$ cat config.mk
export PLATFORM = sky130hd
export DESIGN_NAME = oven_zone_ctrl
export DESIGN_NICKNAME = d
export VERILOG_FILES = /design/src/rtl/oven_pkg.sv /design/src/rtl/oven_tick_gen.sv /design/src/rtl/oven_zone_ctrl.sv
export SDC_FILE = /design/constraint.sdc
export NUM_CORES = 1
export LEC_CHECK = 0
export CORE_MARGIN = 3
export CORE_UTILIZATION = 45
export DETAILED_ROUTE_END_ITERATION = 10
export GPL_ROUTABILITY_DRIVEN = 0
export SETUP_SLACK_MARGIN = 0.3
export SYNTH_ARGS = -nofsm -noshare
export SYNTH_HDL_FRONTEND = slang
export SYNTH_SLANG_ARGS = --single-unit
$ cat constraint.sdc
create_clock -name clk -period 6.2 [get_ports clk]
set_input_delay 0.93 -clock clk [delete_from_list [all_inputs] [get_ports clk]]
set_output_delay 0.93 -clock clk [all_outputs]
set_load 0.1 [all_outputs]
$ cat src/rtl/oven_pkg.sv
// Shared types, default parameters and helpers for the oven zone controller.
package oven_pkg;

  typedef enum logic [2:0] {
    StIdle  = 3'd0,
    StHeat  = 3'd1,
    StHold  = 3'd2,
    StDone  = 3'd3,
    StFault = 3'd4
  } oven_state_e;

  localparam int unsigned DefTempW    = 8;
  localparam int unsigned DefTimeW    = 4;
  localparam int unsigned DefHyst     = 2;
  localparam int unsigned DefMaxDelta = 20;
  localparam int unsigned DefTickDiv  = 50_000_000;

  // Returns {high, set, low} for cur against ref_t; callers zero-extend.
  function automatic logic [2:0] temp_cmp(input logic [31:0] cur, input logic [31:0] ref_t);
    return {cur > ref_t, cur == ref_t, cur < ref_t};
  endfunction

endpackage

$ cat src/rtl/oven_tick_gen.sv
// Time-base divider: tick is a one-clk pulse on the cycle the counter wraps.
module oven_tick_gen #(
  parameter int unsigned TICK_DIV = 4
) (
  input  logic clk,
  input  logic rst_n,
  input  logic clr,
  input  logic en,
  output logic tick
);

  localparam int unsigned CntW = (TICK_DIV > 2) ? $clog2(TICK_DIV) : 1;

  logic [CntW-1:0] cnt_q, cnt_d;
  logic            wrap;

  assign wrap = (cnt_q == CntW'(TICK_DIV - 1));
  assign tick = en & ~clr & wrap;

  always_comb begin
    cnt_d = cnt_q;
    if (clr) begin
      cnt_d = '0;
    end else if (en) begin
      cnt_d = wrap ? '0 : cnt_q + CntW'(1);
    end
  end

  always_ff @(posedge clk or negedge rst_n) begin
    if (!rst_n) begin
      cnt_q <= '0;
    end else begin
      cnt_q <= cnt_d;
    end
  end

endmodule

$ cat src/rtl/oven_zone_ctrl.sv
// Single-zone oven controller: latch setpoints on start, preheat, hold with
// hysteresis while counting down, then DONE; over-temperature forces FAULT.
module oven_zone_ctrl
  import oven_pkg::*;
#(
  parameter int unsigned TEMP_W    = DefTempW,
  parameter int unsigned TIME_W    = DefTimeW,
  parameter int unsigned HYST      = DefHyst,
  parameter int unsigned MAX_DELTA = DefMaxDelta,
  parameter int unsigned TICK_DIV  = DefTickDiv
) (
  input  logic              clk,
  input  logic              rst_n,
  input  logic              start,
  input  logic              stop,
  input  logic [TEMP_W-1:0] current_temp,
  input  logic [TEMP_W-1:0] set_temp,
  input  logic [TIME_W-1:0] set_time,
  output logic              heater,
  output logic [TIME_W-1:0] remaining,
  output logic              done,
  output logic              fault,
  output logic              led_start,
  output logic              led_stop,
  output logic              led_high,
  output logic              led_set,
  output logic              led_low
);

  oven_state_e       state_q, state_d;
  logic              start_q, stop_q;
  logic [TEMP_W-1:0] sp_q, sp_d;
  logic [TIME_W-1:0] tm_q, tm_d;
  logic [TIME_W-1:0] rem_q, rem_d;
  logic              heater_q, heater_d;
  logic              busy_d;
  logic [2:0]        cmp_q, cmp_d;

  logic              start_e, stop_e;
  logic              tick, tick_clr;
  logic [TEMP_W:0]   fault_lim;
  logic              over;
  logic [TEMP_W-1:0] lo;

  assign start_e = start & ~start_q;
  assign stop_e  = stop & ~stop_q;

  // One extra bit so sp + MAX_DELTA never wraps.
  assign fault_lim = {1'b0, sp_q} + (TEMP_W + 1)'(MAX_DELTA);
  assign over      = ({1'b0, current_temp} > fault_lim);
  assign lo        = (sp_q >= TEMP_W'(HYST)) ? sp_q - TEMP_W'(HYST) : '0;

  oven_tick_gen #(
    .TICK_DIV(TICK_DIV)
  ) u_tick_gen (
    .clk  (clk),
    .rst_n(rst_n),
    .clr  (tick_clr),
    .en   (state_q == StHold),
    .tick (tick)
  );

  always_comb begin
    state_d  = state_q;
    sp_d     = sp_q;
    tm_d     = tm_q;
    rem_d    = rem_q;
    tick_clr = 1'b0;

    if (stop_e) begin
      state_d  = StIdle;
      tick_clr = 1'b1;
    end else begin
      unique case (state_q)
        StIdle, StDone: begin
          if (start_e && (set_temp != '0) && (set_time != '0)) begin
            sp_d    = set_temp;
            tm_d    = set_time;
            state_d = StHeat;
          end
        end
        StHeat: begin
          if (over) begin
            state_d = StFault;
          end else if (current_temp >= sp_q) begin
            state_d  = StHold;
            rem_d    = tm_q;
            tick_clr = 1'b1;
          end
        end
        StHold: begin
          if (over) begin
            state_d = StFault;
          end else if (tick) begin
            rem_d = rem_q - TIME_W'(1);
            if (rem_q == TIME_W'(1)) state_d = StDone;
          end
        end
        StFault: ;
        default: state_d = StIdle;
      endcase
    end

    heater_d = 1'b0;
    unique case (state_d)
      StHeat: heater_d = 1'b1;
      StHold: begin
        if (current_temp >= sp_d)  heater_d = 1'b0;
        else if (current_temp < lo) heater_d = 1'b1;
        else                        heater_d = heater_q;
      end
      default: heater_d = 1'b0;
    endcase

    // remaining is only meaningful while holding.
    if (state_d != StHold) rem_d = '0;

    busy_d = (state_d == StHeat) || (state_d == StHold);
    cmp_d  = temp_cmp(32'(current_temp), busy_d ? 32'(sp_d) : 32'(set_temp));
  end

  always_ff @(posedge clk or negedge rst_n) begin
    if (!rst_n) begin
      state_q   <= StIdle;
      start_q   <= 1'b0;
      stop_q    <= 1'b0;
      sp_q      <= '0;
      tm_q      <= '0;
      rem_q     <= '0;
      heater_q  <= 1'b0;
      done      <= 1'b0;
      fault     <= 1'b0;
      led_start <= 1'b0;
      led_stop  <= 1'b1;
      cmp_q     <= '0;
    end else begin
      state_q   <= state_d;
      start_q   <= start;
      stop_q    <= stop;
      sp_q      <= sp_d;
      tm_q      <= tm_d;
      rem_q     <= rem_d;
      heater_q  <= heater_d;
      done      <= (state_d == StDone);
      fault     <= (state_d == StFault);
      led_start <= busy_d;
      led_stop  <= ~busy_d;
      cmp_q     <= cmp_d;
    end
  end

  assign heater    = heater_q;
  assign remaining = rem_q;
  assign led_high  = cmp_q[2];
  assign led_set   = cmp_q[1];
  assign led_low   = cmp_q[0];

endmodule

==> flow_summary.yaml, run 1 <==
sta:
  setup_viol: 0
  fin_crit_sh_pct: 83.5
  worst-slew-pin-transition_ns: 1.14
  fmax_mhz: 193
  post-route-min-period_ns: 5.18
  hold_viol: 0
  fin_worst_skew_ns: 0.0138
  hold_slack_ns: 0.481
  relSlewSlack_pct: 24.0
  slew_viol_final: 0
  rsz0062_at_grt: "no"
  finalSetupTns_ns: 0
finish:
  layout.nets: 539
  fin_cells: 577
  stdcell_area_sq_um: 4440
  drive_above_1_share_pct: 7.84
  final_common_cell: "dfrtp_1"
  layout-area-overhead-vs-synth_pct: 13.6
  final_cell_mix: "dfrtp_1, ha_1, nand2_1, nor2_1, o21ai_0"
  diodes: 0
power_and_ir_drop:
  power_density_nw_per_um2: 435
  ir_drop_v: 0.000259
  leakage_nw: 1.97
global_routing:
  grt-ovfl-total: 0
  grt_max_degree: 56
  grt_pass1_vias: 3265
  grt_pass1_wl_mm: 15.8
  antenna_found_initial: 0
  grt_usage_pct: 19.5
setup_path:
  regToRegStartpoint: "sp_q[2]"
  cp.required_ns: 6.39
  critPathKind: "input pin to flop"
  worstPathCellList: "clkdlybuf4s50_1 > ha_1 > nand3_1 > o31ai_1 > a21oi_1 > nand2_1 > a211oi_1 > nor3b_1 > or2_1 > mux2i_1 > ha_1 > nor2b_1 > o21ai_0 > nand2b_1 > a21oi_1 > nor2_1 > a211oi_1 > nor2_1"
  cpMaxStageDelayCell: "a211oi_1"
  startpoint_type: "input pin"
  cp_num_cells: 18
  critPathMaxStageDelay_ns: 0.54
  r2r_cells: 20
  critPathLaunch: "current_temp[6]"
  cp_max_fo: 10
  crit_buf_inv: 1
  worstSetupEndpointType: "flop"
  path_delay_family: "compound AO/OA/AOI/OAI gates"
  crit_arrival_ns: 5.37
synth:
  async_reset_ff_share_pct: 100
  yosys.area.top_type: "dfrtp_1"
  synthDominantCellAreaShare_pct: 34.5
  netlist_area_sq_um: 3910
  synth_flop_cell: "dfrtp_1"
  syn_inst: 440
  synth_cell_types: 57
  synth-edff-count: 0
  synth-seq-cells: 55
  ys_seq_area_share_pct: 35.2
  yosys_warnings: 0
  synth_nets: 508
  avgSynthCellArea_sq_um: 8.89
  synth_area_leaders: "dfrtp_1, ha_1, o21ai_0"
routing:
  routedWlPerCell_um: 16.2
  post-route-drc-count: 0
  wl_mm: 9.33
  drt-pass1-iter-count: 4
  via_per_inst: 5.73
  vias: 3306
  drt_iter0_drc: 160
  final_antenna_net_count: 0
die:
  coreArea_sq_um: 8340
  start_util_pct: 46.9
  num_rows: 33
  die_h_um: 99.2
  fp.dieW_um: 99.2
  dieArea_sq_um: 9850
  io_pins: 36
min_path:
  hold_depth: 1
  min_path_type: "flop to flop"
  hp-start: "u_tick_gen.cnt_q[25]"
cts:
  cts_buffers: 5
  clk_latency_ns: 0.31
  postCtsSetupBuffers: 0
  cts_root_buf: "clkbuf_8"
  cts_resized: 0
  cts_tree: "done"
  clk_pin_slew_worst_paths_ns: 0.10
  holdBufCountCts: 0
  cts_buffer_depth: 2
  htreeDepth: 2
  cts_num_sinks: 55
place:
  dpl.cell_count: 569
  dp_hpwl_mm: 7.02
  placed_cell_area_sq_um: 4340
  io_buffer_count: 35
job:
  maxCapViolCount: 0
run_status:
  status: "complete, no violations"
==> flip-flops by register name, summed over array words and instances, names as in the netlist, 3 cells and up <==
signal and flops:
u_tick_gen.cnt_q 26, sp_q 8, state_q 3, tm_q 4
cmp_q 3, remaining 4
==> synthesized netlist by cell type (2+ instances only) <==
cell	number
a211o_1	2
and2_1	3
nand4_1	11
o211ai_1	2
dfrtp_1	54
nor2b_1	6
a21o_1	7
o21a_1	2
and3_2	3
a211oi_2	2
nor3_1	10
o21ai_0	36
a211oi_1	7
o31ai_1	7
nand2_1	42
mux2_2	12
buf_2	3
a21oi_1	31
nor2_1	37
a31oi_1	10
a22o_1	3
o21bai_1	2
o41ai_1	2
nor4_1	4
clkbuf_1	6
and3_1	5
nand3_1	8
xor2_1	4
buf_6	2
and4_1	2
a22oi_1	3
nor3b_1	2
mux2i_1	7
nand2b_1	10
ha_1	44
xnor2_1	5
inv_1	23
nor4b_1	2
==> routing by layer <==
metal,track usage (%),wire (um),share of wire [%],vias to the layer above
met5,0,0,0,-
met4,3.89,81,0.87,0
met3,3.02,568,6.1,9
met2,29.6,4020,43,84
met1,29.6,4660,50,1547
li1,-,-,-,1666
==> area by class of cell <==
| type | instances | area (sq um) |
|---|---|---|
| fill | 779 | 3900 |
| multi-input combinational | 349 | 2380 |
| sequential | 55 | 1380 |
| timing repair buffer | 37 | 360 |
| tap | 105 | 131 |
| inverter | 23 | 86.3 |
| clock buffer | 6 | 82.6 |
| clock inverter | 2 | 20.0 |
==> power by group <==
| part | leakage [nW] | switching, W | internal, W |
|---|---|---|---|
| clock network | 0.0533 | 0.000130 | 0.0000946 |
| logic | 1.19 | 0.000738 | 0.000452 |
| registers | 0.724 | 0.0000797 | 0.000438 |
| total | 1.97 | 0.000948 | 0.000985 |
==> logic make-up (layout without fill, tap and decap cells) <==
kind of cell	count (synthesis)	after routing	share of synthesized area, %
compound gates	121	121	19.2
buf+inv	36	68	3.96
mux	20	20	5.63
xor+xnor	9	9	2.01
flops	55	55	35.2
simple gates	155	155	20.0
fa+ha+maj	44	44	14.1
==> worst paths after layout <==
check | slack (ns) | endpoint
worst max-delay path | 1.02 | cmp_q[2]
worst min-delay path | 0.48 | u_tick_gen.cnt_q[25]
worst max register to register | 1.10 | cmp_q[2]
worst min register to register | 0.48 | u_tick_gen.cnt_q[25]
max in group asynchronous | 4.98 | state_q[1]
min in group asynchronous | 0.74 | u_tick_gen.cnt_q[18]
==> per-stage QoR <==
step / setup slack, ns / util, % / power (W)
4_1_cts: 1.04 / 53.3 / 0.00194
5_1_grt: 0.471 / 53.3 / 0.00211
6_report: 1.02 / 53.3 / 0.00193
3_5_place_dp: 0.721 / 52.0 / 0.00170
2_1_floorplan: 2.12 / - / 0.00142
3_3_place_gp: 0.932 / 52.0 / 0.00169
Note: power is estimated with default switching activity, not from simulation.
==> inputs of run 2 (changes only) <==
==> constraint.sdc (replaced) <==
create_clock -name clk -period 5 [get_ports clk]
set_input_delay 0.75 -clock clk [delete_from_list [all_inputs] [get_ports clk]]
set_output_delay 0.75 -clock clk [all_outputs]
set_load 0.1 [all_outputs]
==> run 2 against run 1 <==
Effect of this change:
- register-to-register slack worse by 0.41 ns
- first-iteration DRC count is 38% lower
- critical endpoint unchanged
- worst hold slack better by 0.0040 ns
- largest cell class unchanged
- clock power is 19% higher
- combinational power is 27% higher
==> flow_summary.yaml, run 2 (synthesized netlist as in run 1, its figures left out) <==
setup_path:
  crit_arrival_ns: 4.52
  crit_buf_inv: 0
  worstSetupEndpointType: "flop"
  critPathMaxStageDelay_ns: 0.45
  cpMaxStageDelayCell: "dfrtp_1"
  r2r_end: "cmp_q[2]"
  path_delay_family: "compound AO/OA/AOI/OAI gates"
  startpoint_type: "flop"
  r2r_cells: 20
  cp_max_fo: 6
  reg2reg_slack_ns: 0.69
  critPathKind: "flop to flop"
  cp.required_ns: 5.21
  worstPathCellList: "ha_1 > o21ai_0 > xnor2_1 > ha_1 > nand3_1 > o31ai_1 > a21oi_1 > a21oi_1 > a211oi_2 > and3b_1 > or2_1 > mux2i_1 > ha_1 > nor2b_1 > o21ai_0 > nand2b_1 > a21oi_1 > nor2_1 > a211oi_1 > nor2_1"
  regToRegStartpoint: "sp_q[2]"
die:
  num_rows: 33
  fp.dieW_um: 99.2
  io_pins: 36
  die_h_um: 99.2
  dieArea_sq_um: 9850
  start_util_pct: 46.9
  coreArea_sq_um: 8340
cts:
  cts_root_buf: "clkbuf_8"
  cts_num_sinks: 55
  clk_pin_slew_worst_paths_ns: 0.12
  cts_tree: "done"
  clk_latency_ns: 0.32
  cts_buffers: 5
  postCtsSetupBuffers: 0
  htreeDepth: 2
  cts_buffer_depth: 2
job:
  maxCapViolCount: 0
power_and_ir_drop:
  p_clk_share_pct: 11.0
  p_int_w: 0.00124
  netSwitchingPower_w: 0.00118
  p_comb_share_pct: 62.3
  seqPwrFrac_pct: 26.6
  power_density_nw_per_um2: 536
  leakage_nw: 2.01
  switching_share_pct: 48.9
  ir_drop_v: 0.000302
  power_w: 0.00242
routing:
  vias: 3310
  drt_iter0_drc: 99
  via_per_inst: 5.65
  drt-pass1-iter-count: 4
  wl_mm: 9.49
  post-route-drc-count: 0
  routedWlPerCell_um: 16.2
  final_antenna_net_count: 0
global_routing:
  grt-ovfl-total: 0
  grt_pass1_vias: 3292
  grt_usage_pct: 20.3
  grt_max_degree: 56
  grt_pass1_wl_mm: 16.2
  antenna_found_initial: 0
min_path:
  hp-start: "u_tick_gen.cnt_q[22]"
  min_path_type: "flop to flop"
  hold_depth: 1
  hold_end: "u_tick_gen.cnt_q[22]"
sta:
  setup_viol: 0
  rsz0062_at_grt: "no"
  hold_viol: 0
  fin_ws_ns: 0.694
  post-route-min-period_ns: 4.31
  finalSetupTns_ns: 0
  worst-slew-pin-transition_ns: 0.981
  fin_worst_skew_ns: 0.0138
  fmax_mhz: 232
  fin_crit_sh_pct: 86.1
  hold_slack_ns: 0.485
  relSlewSlack_pct: 34.4
  slew_viol_final: 0
finish:
  layout-area-overhead-vs-synth_pct: 15.2
  drive_above_1_share_pct: 9.98
  final_util_pct: 54.1
  final_common_cell: "dfrtp_1"
  largest_registers: "u_tick_gen.cnt_q x26, sp_q x8"
  largest_register: "u_tick_gen.cnt_q"
  layout.nets: 548
  final_cell_mix: "dfrtp_1, ha_1, nand2_1, nor2_1, o21ai_0"
  diodes: 0
  largest_register_ffs: 26
place:
  preCtsSetupSlack_ns: 0.340
  io_buffer_count: 35
  dp_hpwl_mm: 7.19
run_status:
  status: "complete, no violations"
==> run 2: cell count changes in the layout (fill, tap and decap cells not counted), sizes merged <==
cell | before | now
clkbuf | 6 | 5
buf | 3 | 12
clkinvlp | 0 | 1
==> run 2: area by class of cell <==
class | count | area, sq um
fillers | 775 | 3830
multi-input cells | 349 | 2390
flip-flops and latches | 55 | 1380
repair buffers | 46 | 428
well taps | 105 | 131
inverters | 23 | 86.3
clock buffers | 5 | 68.8
clock inverters | 3 | 23.8
==> run 2: layer usage <==
metal | wire (um) | vias to the layer above | global-route usage (%)
li1 | - | 1679 | -
met1 | 4810 | 1558 | 30.9
met2 | 4150 | 63 | 30.4
met3 | 411 | 10 | 2.66
met4 | 118 | 0 | 4.94
met5 | 0 | - | 0
==> run 2: repair_timing <==
item                                    in CTS  in global routing
hold buffers                                 0                  0
resized for setup                            0                  2
endpoints found under the setup margin       0                  2
==> run 2: how the worst max path moves through the flow <==
stage | from | endpoint | slack [ns] | depth (start not counted)
4_1_cts | sp_q[2] | cmp_q[2] | 0.66 | 20
6_report | sp_q[2] | cmp_q[2] | 0.69 | 20
5_1_grt | sp_q[6] | cmp_q[2] | 0.26 | 20
2_1_floorplan | sp_q[2] | cmp_q[2] | 0.94 | 21
3_3_place_gp | set_temp[3] | cmp_q[2] | 0.44 | 18
3_5_place_dp | current_temp[7] | cmp_q[2] | 0.34 | 18
==> run 2: worst register-to-register path, stage by stage, from the launching register on <==
cell and delay, ns:
dfrtp_1 0.45, ha_1 0.26, o21ai_0 0.20, xnor2_1 0.14, ha_1 0.26, nand3_1 0.17, o31ai_1 0.12, a21oi_1 0.29
a21oi_1 0.13, a211oi_2 0.45, and3b_1 0.22, or2_1 0.13, mux2i_1 0.20, ha_1 0.26, nor2b_1 0.13, o21ai_0 0.15
nand2b_1 0.07, a21oi_1 0.15, nor2_1 0.06, a211oi_1 0.27, nor2_1 0.08
==> run 2: power groups by stage <==
stage	Sequential, W	Clock (W)	Combinational, W
3_3_place_gp	0.000651	0	0.00146
6_report	0.000644	0.000267	0.00151
5_1_grt	0.000658	0.000294	0.00170
3_5_place_dp	0.000650	0	0.00149
2_1_floorplan	0.000789	0	0.000973
4_1_cts	0.000642	0.000277	0.00150
==> run 2: stage by stage <==
step	std cells	area (sq um)
after global routing	586	4510
after CTS	586	4500
final	586	4510
after floorplan	440	3910
after detailed placement	578	4410
after global placement	578	4410
